==> src/rtl/fifo_rd_packer.sv <==
// Read-side packer: pops DSIZE entries from a show-ahead FIFO and
// packs LANES of them into one output word, with flush for partial words.
module fifo_rd_packer #(
  parameter int DSIZE = 8,
  parameter int LANES = 4
) (
  input  logic                   rclk,
  input  logic                   rrst_n,
  input  logic [DSIZE-1:0]       rdata,
  input  logic                   rempty,
  output logic                   rinc,
  input  logic                   flush,
  output logic [DSIZE*LANES-1:0] m_data,
  output logic [LANES-1:0]       m_keep,
  output logic                   m_last,
  output logic                   m_valid,
  input  logic                   m_ready,
  output logic [15:0]            word_cnt
);

  localparam int CW = $clog2(LANES + 1);
  localparam logic [CW-1:0] FULL_C = CW'(LANES);

  typedef enum logic {FILL, FLUSH} state_t;

  state_t                 state, state_nx;
  logic [CW-1:0]          cnt, cnt_nx;
  logic [CW-1:0]          slot;
  logic [DSIZE*LANES-1:0] acc, acc_nx;
  logic [LANES-1:0]       keep_nx;
  logic                   out_free;
  logic                   full;
  logic                   pop;
  logic                   load;
  logic                   load_last;

  assign out_free = !m_valid || m_ready;
  assign full     = (cnt == FULL_C);
  assign pop      = rrst_n && !rempty && (state == FILL)
                    && (!full || out_free);
  assign rinc     = pop;
  // A pop on the same edge as a full-word load lands in lane 0
  assign slot     = full ? '0 : cnt;

  always_comb begin
    state_nx  = state;
    cnt_nx    = cnt;
    acc_nx    = acc;
    load      = 1'b0;
    load_last = 1'b0;
    unique case (state)
      FILL: begin
        if (full && out_free) begin
          load   = 1'b1;
          acc_nx = '0;
          cnt_nx = '0;
        end
        if (pop) begin
          for (int i = 0; i < LANES; i++) begin
            if (CW'(i) == slot) begin
              acc_nx[DSIZE*i +: DSIZE] = rdata;
            end
          end
          cnt_nx = slot + CW'(1);
        end
        if (flush) begin
          state_nx = FLUSH;
        end
      end
      FLUSH: begin
        if (cnt == '0) begin
          state_nx = FILL;
        end else if (out_free) begin
          load      = 1'b1;
          load_last = 1'b1;
          acc_nx    = '0;
          cnt_nx    = '0;
          state_nx  = FILL;
        end
      end
    endcase
  end

  always_comb begin
    keep_nx = '0;
    for (int i = 0; i < LANES; i++) begin
      keep_nx[i] = (CW'(i) < cnt);
    end
  end

  always_ff @(posedge rclk or negedge rrst_n) begin
    if (!rrst_n) begin
      state    <= FILL;
      cnt      <= '0;
      acc      <= '0;
      m_valid  <= 1'b0;
      m_data   <= '0;
      m_keep   <= '0;
      m_last   <= 1'b0;
      word_cnt <= '0;
    end else begin
      state <= state_nx;
      cnt   <= cnt_nx;
      acc   <= acc_nx;
      if (load) begin
        m_valid <= 1'b1;
        m_data  <= acc;
        m_keep  <= keep_nx;
        m_last  <= load_last;
      end else if (m_ready) begin
        m_valid <= 1'b0;
      end
      if (m_valid && m_ready) begin
        word_cnt <= word_cnt + 16'd1;
      end
    end
  end

endmodule

==> config.mk <==
export PLATFORM = sky130hd
export DESIGN_NAME = fifo_rd_packer
export DESIGN_NICKNAME = d
export VERILOG_FILES = /design/src/rtl/fifo_rd_packer.sv
export SDC_FILE = /design/constraint.sdc
export NUM_CORES = 1
export LEC_CHECK = 0
export ABC_CLOCK_PERIOD_IN_PS = 2400
export CORE_MARGIN = 2
export CORE_UTILIZATION = 52
export DETAILED_ROUTE_END_ITERATION = 16
export PLACE_DENSITY = 0.81
export SYNTH_ARGS = -nofsm -noshare
export SYNTH_HDL_FRONTEND = slang
export SYNTH_SLANG_ARGS = --single-unit
==> constraint.sdc <==
create_clock -name rclk -period 2.4 [get_ports rclk]
set_input_delay 0.48 -clock rclk [delete_from_list [all_inputs] [get_ports rclk]]
set_output_delay 0.48 -clock rclk [all_outputs]
set_load 0.01 [all_outputs]
== After elaboration in Yosys (flattened, before gate mapping) ==
Index checks and enable logic that the tools add are counted.
Storage, ports and cells
  bits in registers: 90
  input bits: 13
  logic and storage cells: 63
Operators by class
  add/subtract/negate cells: 2
  magnitude comparators: 4
  equal/unequal tests: 7
  muxes and demuxes: 26
  bitwise operators: 1
  reductions and logical operators: 15
Operators by type and width (number)
  32-bit two-way mux: 4
  32-bit case mux with 2 select lines: 1
  8-bit two-way mux: 4
  16-bit by 1-bit adder with 16-bit output (second input constant): 1
  3-bit two-way mux: 5
  1-bit two-way mux: 9
  2-bit by 3-bit == test with 1-bit output (first input constant): 2
  3-bit zero test: 2
  1-bit by 3-bit < comparator with 1-bit output (first input constant): 2
  2-bit by 3-bit < comparator with 1-bit output (first input constant): 2
  3-bit case mux with 2 select lines: 1
  1-bit logical AND: 5
  1-bit case mux with 2 select lines: 2
  3-bit by 1-bit adder with 3-bit output (second input constant): 1
  1-bit by 3-bit == test with 1-bit output (first input constant): 1
  3-bit == test (second input constant): 1
  1-bit zero test: 3
  3-bit by 2-bit inequality test with 1-bit output (second input constant): 1
  3-bit AND reduction: 1
  1-bit logical OR: 2
  2-bit by 1-bit inequality test with 1-bit output (second input constant): 1
  2-bit inequality test (second input constant): 1
  2-bit AND reduction: 1
  2-bit nonzero test: 1
  1-bit inverter: 1

== Longest topological paths before layout ==
Gate-level depths: netlist (run 1).
  depth after elaboration: 7
  mapped depth: 8
  mapped depth without buffers: 4

== Worst setup path before layout (run 1) ==
OpenSTA, ideal clock, no wires.
  path kind: input -> register
  from: in rempty
  to: reg acc[16]
  library setup time: 121 ps
  arrival time: 1707 ps
  path slack: 572 ps
  cell stages on the path: 4
  buffers on the path: 0
  cells stage by stage: or4b_1 > nor3b_2 > nor2_2 > a22o_1
Between the ends
  longest elaborated chain between the ends: 6
Ends and longest elaborated chain
  start: declaration: RTL line 10  | input logic rempty,
  1-bit zero test: RTL line 39  | assign pop = rrst_n && !rempty && (state == FILL)
  1-bit logical AND (2 in series): RTL line 39
  1-bit logical AND: RTL line 40  | && (!full || out_free);
  32-bit two-way mux: RTL line 58  | if (pop) begin
  32-bit case mux with 2 select lines: RTL line 51  | unique case (state)
  end signal: assignment: RTL line 104  | acc <= acc_nx;
  end: declaration: RTL line 29  | logic [DSIZE*LANES-1:0] acc, acc_nx;
No other way between the ends.
A chain may end at the register's enable or synchronous reset.

== Worst setup path in the final report (run 1) ==
  from: reg cnt[1]
  to: out rinc
Between the ends
  longest elaborated chain between the ends: 4
Ends and longest elaborated chain
  start: declaration: RTL line 27  | logic [CW-1:0] cnt, cnt_nx;
  start signal: assignment: RTL line 103  | cnt <= cnt_nx;
  3-bit == test: RTL line 38  | assign full = (cnt == FULL_C);
  1-bit zero test: RTL line 40
  1-bit logical OR: RTL line 40
  1-bit logical AND: RTL line 40
  end: declaration: RTL line 11  | output logic rinc,
No other way between the ends.

==> out/summary.txt, run 1 <==
Status = completed
Power per Cell Area = 1130 nW/µm²
Netlist cell types = 35
Pre-CTS setup slack = 116 ps
CTS Hold Bufs = 0
Die area = 7740 µm²
Synth area leaders = dfrtp_1 (61%), nand2_1 (13%), a22o_1 (3.8%)
Final count of pins violating max slew = 0
Routed Antenna Nets = 0
Register area share after synthesis = 61.4%
Critical Path End = rinc
Vias per inst = 5.41
CP startpoint = cnt[1]
Endpoints failing hold = 0
Post-CTS Setup Inserts = 0
Filler cells = 521
Rel. slew slack = 56.2%
Clk Latency, worst-skew pair = 360 ps
Startpoint Class = flop
Tmin final = 2010 ps
Simple-Gate Fraction of Synth Area = 21.8%
Initial core utilization = 54.0%
Port buffer count = 67
Initial DRC Count = 240
Critical Path AT = 1530 ps
Clock Skews = 10.6 ps
Drt pass-1 iters = 5
CTS root buffer = clkbuf_8
Commonest cells after routing, fill and taps aside = nand2_1 (124), dfrtp_1 (90), clkdlybuf4s50_1 (65), nand3_1 (19), buf_4 (17)
Synth Register Bits = 90
Maximum vdd drop = 0.557 mV
DR WL/cell = 15.4 µm
Most common cell after layout, fill and taps aside = nand2_1
CTS tree = done
Setup crit end kind = primary output
Reg area = 2250 µm²
Std-Cell Rows = 30
Syn_nets = 360
Reg-to-Reg End = acc[14]
Max cap viols = 0
Warnings, synthesis = 0
Post-synthesis mux area share = 0.307%
Clock sink total = 90
RePlAce Congestion = 0.864
CP Data Required Time = 1920 ps
Final setup fails = 0
Complex-gate fraction of the synthesized area = 9.92%
HPWL after DPL = 5.63 mm
R2R depth = 6
Reg2Reg Setup Slack = 480 ps
Post-Synth Adder-Cell Area = 0.682%
Syn Inst Count = 345
Total GRT Usage = 22.9%
H-tree depth = 3
Drc violations = 0
Fin Setup TNS = 0 ps
Area Growth Syn to Fin = 28.8%
Avg Inst Size Synth = 10.6 µm²
FMAX = 0.498 GHz
Largest family of logic cells by synthesized area = simple AND/OR/NAND/NOR gates
Final WL = 8.09 mm
Vias = 2853
Core Area = 6790 µm²
Yosys top cell area share = 61.4%
Total gr overflow = 0
Final setup margin = 393 ps
WS Path Type = flop to primary output
Final period utilization = 83.6%
Final hold slack = 174 ps
Antenna violations before repair = 0
RSZ-0062 raised after global routing = no
Synth Area in XOR/XNOR = 3.58%
Die X = 88.0 µm
Leak = 2.30 nW
Num ports = 68
Pin count of the biggest net entering global routing = 53
Hold Crit Class = primary input to asynchronous set/reset pin
First-pass GRT wire length = 13.5 mm
Worst-margin pin slew = 658 ps
Cell accounting for the most synthesized area = dfrtp_1
Antenna cells = 0
Fin nets = 441
Final Util = 69.5%
Footprint of the multi-input gates = 1340 µm²
CTS Buf Count = 9
Vias in the first global route = 2768
DIE HEIGHT = 88.0 µm
RR Startpoint = cnt[1]
Fraction of layout cells with a size suffix above 1 = 9.98%
Maximum buffer depth of the clock tree = 2
CP max FO = 2
Reg clk slew, reported paths = 90 ps
Post-Syn Area = 3670 µm²
## worst max-delay path, cell delays in order, from the launching register on
cell	delay (ps)
dfrtp_1	390
or3b_4	420
o21ai_2	160
inv_1	50
dlymetal6s2s_1	160
## layout make-up
class                      count  area share (%)
timing repair buffer          84            17.2
tap                           96            2.54
clock buffer                   9            2.62
multi-input combinational    238            28.3
inverter                       3           0.238
clock inverter                 7            1.46
sequential                    90            47.7
## how the worst min path moves through the flow
stage          startpoint         to
4_1_cts            rrst_n     acc[7]
3_3_place_gp    m_keep[0]  m_keep[0]
6_report           rrst_n      state
2_1_floorplan      rrst_n     acc[0]
5_1_grt            rrst_n     acc[7]
3_5_place_dp    m_keep[0]  m_keep[0]
## logic make-up after synthesis
kind of cell / Yosys count
AND/OR/NAND/NOR: 178
flip-flops: 90
AO/OA/AOI/OAI: 42
buffers and inverters: 17
XOR/XNOR: 15
adder cells (fa/ha/maj): 2
multiplexers: 1
## registers in the layout, indices dropped and copies added (netlist names)
register,flops
word_cnt,16
cnt,3
m_keep,4
m_data,32
acc,32
m_valid,1
m_last,1
state,1
## per-layer routing
| metal | vias up | global-route usage (%) | routed length [µm] |
|---|---|---|---|
| li1 | 1335 | - | - |
| met1 | 1420 | 31.4 | 3590 |
| met2 | 87 | 37.1 | 3990 |
| met3 | 11 | 3.02 | 384 |
| met4 | 0 | 9.37 | 131 |
| met5 | - | 0 | 0 |
## synthesized netlist by cell type (all sizes together)
cell and count:
nand2 124, a221o 8, nor3 1, a21o 1, a2111oi 1, and2 2
o211ai 2, o211a 1, mux2 1, nand2b 2, and4 4, a31oi 1
nor2 4, ha 2, o21ai 9, or3 1, xnor2 13, a22o 16
clkbuf 4, nor2b 1, inv 3, nand4 2, buf 10, or3b 1
a21oi 3, nor3b 2, dfrtp 90, nand3 19, or4b 1, xor2 2
and3 14
## through the flow
step | instances | total power [mW] | area (µm²)
floorplan | 345 | 3.41 | 3670
finish | 527 | 5.32 | 4720
detailed placement | 511 | 4.34 | 4520
global placement | 511 | 4.26 | 4520
CTS | 527 | 5.34 | 4720
global route | 527 | 5.66 | 4720
## power by group
group          switching [mW]  internal (mW)
Clock                   0.596          0.409
Sequential              0.356           2.05
Combinational           0.905           1.01
Total                    1.86           3.46
## timing repair
action	in CTS	in global routing
resized for setup	1	3
endpoints found under the setup margin	1	1
pin swaps	0	0
Power figures use the tool's default switching activity.
==> run 2, diff against run 1 <==
ABC_CLOCK_PERIOD_IN_PS = 1850   (was 2400)
clock period = 1.85 ns   (was 2.4 ns; I/O delays follow)
==> run 2 against run 1 <==
Effect of this change: cell count rose by 3.4%; register-to-register slack got worse by 490 ps; flip-flop and latch count did not move; the flow now finishes with violations (setup timing); total power rose by 32%.
==> out/summary.txt, run 2 (synthesis results as in run 1) <==
Status = finished with violations
Failing checks = setup timing
Core Area = 6790 µm² (unchanged)
Initial DRC Count = 270 (+13%)
Final WL = 8.39 mm (+3.6%)
Vias in the first global route = 2814 (+1.7%)
Critical Path AT = 2090 ps (+560 ps)
Tmin final = 1860 ps
Final Util = 72.0% (+2.4 points)
RSZ-0062 raised after global routing = yes
CTS Hold Bufs = 0 (unchanged)
Final hold slack = 14.5 ps (-159 ps)
Total GRT Usage = 23.3% (+0.39 points)
Initial core utilization = 54.0% (unchanged)
Reg clk slew, reported paths = 90 ps (about the same)
Hold Crit Class = primary input to asynchronous set/reset pin
DR WL/cell = 15.4 µm (+0.19%)
HPWL after DPL = 5.89 mm (+4.6%)
Reg-to-Reg End = acc[26]
Worst-margin pin slew = 788 ps (+131 ps)
Drc violations = 0 (unchanged)
Final period utilization = 101%
Most common cell after layout, fill and taps aside = nand2_1
Antenna violations before repair = 0 (unchanged)
Area after DPL = 4630 µm² (+2.4%)
Antenna cells = 0 (unchanged)
Power per Cell Area = 1430 nW/µm² (+27%)
Endpoints failing hold = 0 (unchanged)
Fraction of power consumed by sequential logic = 44.4% (-0.8 points)
Internal power = 4.61 mW (+33%)
Vias = 2872 (+0.67%)
Fin nets = 459 (+4.1%)
CP startpoint = cnt[1]
Pin count of the biggest net entering global routing = 66 (+25%)
Std-Cell Rows = 30 (unchanged)
Placed cells = 524 (+2.5%)
Rel. slew slack = 47.5% (-8.7 points)
WS Path Type = flop to flop
R2R depth = 6 (unchanged)
Commonest cells after routing, fill and taps aside = nand2_1 (123), dfrtp_1 (90), clkdlybuf4s50_1 (65), buf_4 (31), nand3_1 (19)
CTS Buf Count = 9 (unchanged)
Routed Antenna Nets = 0 (unchanged)
Port buffer count = 67 (unchanged)
Maximum buffer depth of the clock tree = 2 (unchanged)
DIE HEIGHT = 88.0 µm (unchanged)
Vias per inst = 5.27 (-2.7%)
Die area = 7740 µm² (unchanged)
Pre-CTS setup slack = -267 ps (-383 ps)
CTS root buffer = clkbuf_8
Die X = 88.0 µm (unchanged)
Comb power frac = 38.7% (+2.8 points)
Clk Latency, worst-skew pair = 350 ps (about the same)
Clock Skews = 5.33 ps (-5.24 ps)
Final setup margin = -14.8 ps (-408 ps)
Final Instance Area = 4890 µm² (+3.5%)
RR Startpoint = cnt[1]
Area Growth Syn to Fin = 33.3%
Drt pass-1 iters = 4 (-1)
Switching Share = 34.2% (-0.75 points)
Switching pwr = 2.40 mW (+29%)
Leak = 2.37 nW (+2.8%)
Clock sink total = 90 (unchanged)
Num ports = 68 (unchanged)
Total gr overflow = 0 (unchanged)
First-pass GRT wire length = 13.6 mm (+1.2%)
Reg2Reg Setup Slack = -10 ps (-490 ps)
Final count of pins violating max slew = 0 (unchanged)
Final Non-Filler Cells = 545 (+3.4%)
Setup crit end kind = flop
Filler cells = 505 (-3.1%)
H-tree depth = 3 (unchanged)
Final setup fails = 4 (+4)
RePlAce Congestion = 0.848 (-1.8%)
Max cap viols = 0 (unchanged)
Top Registers = acc: 32 flops, m_data: 32 flops, word_cnt: 16 flops
CP Data Required Time = 2080 ps (+160 ps)
Maximum vdd drop = 0.928 mV (+67%)
Clock Power Share = 16.9% (-2.0 points)
CP max FO = 11 (+9)
CTS tree = done
Startpoint Class = flop
FMAX = 0.536 GHz
Fraction of layout cells with a size suffix above 1 = 14.7% (+4.7 points)
## run 2: changes by cell type in the layout (fill, tap and decap cells not counted), sizes merged
| cell | delta |
|---|---|
| dlymetal6s2s | -1 |
| buf | +19 |
| inv | -4 |
| clkbuf | +2 |
| clkinvlp | +3 |
| clkinv | -1 |
## run 2: routing by layer
layer  share of wire [%]  global-route usage [%]
met1                  44                    31.9
met2                  50                    37.5
met3                 4.2                    4.62
met4                 1.6                    7.83
met5                   0                       0
## run 2: layout make-up
cell class,count,area (µm²),share of cell area [%]
clock buffers,11,131,2.69
flip-flops and latches,90,2250,46.1
clock inverters,5,40.0,0.819
well taps,96,120,2.46
repair buffers,102,962,19.7
inverters,3,11.3,0.230
multi-input cells,238,1370,28.1
## run 2: power by group through the flow
stage	clock, mW	sequential, mW	combinational, mW
finish	1.18	3.11	2.71
global route	1.28	3.21	2.97
CTS	1.20	3.11	2.67
detailed placement	0	3.15	2.61
global placement	0	3.12	2.50
floorplan	0	3.26	1.16
## run 2: timing repair
item,CTS,global route
setup buffers,3,2
endpoints found under the setup margin,9,30
pin swaps,2,2
resized for setup,9,10
endpoints found under the hold margin,0,0
## run 2: worst max-delay path by stage
stage | endpoint | slack, ps
global route | rinc | -80
floorplan | acc[16] | 50
global placement | rinc | -230
finish | acc[26] | -10
detailed placement | rinc | -270
CTS | rinc | -2
## run 2: worst max-delay path, cell delays in order (launching register included)
cell     delay, ps
dfrtp_1        390
or3b_4         430
buf_6          150
a21o_1         180
buf_6          150
and3_1         190
a221o_1        270
## run 2: stage by stage
| stage | setup TNS (ps) | total power, mW |
|---|---|---|
| finish | -30.5 | 7.01 |
| CTS | -2.34 | 6.98 |
| detailed placement | -10500 | 5.75 |
| global placement | -7600 | 5.63 |
| global route | -521 | 7.46 |
| floorplan | 0 | 4.42 |
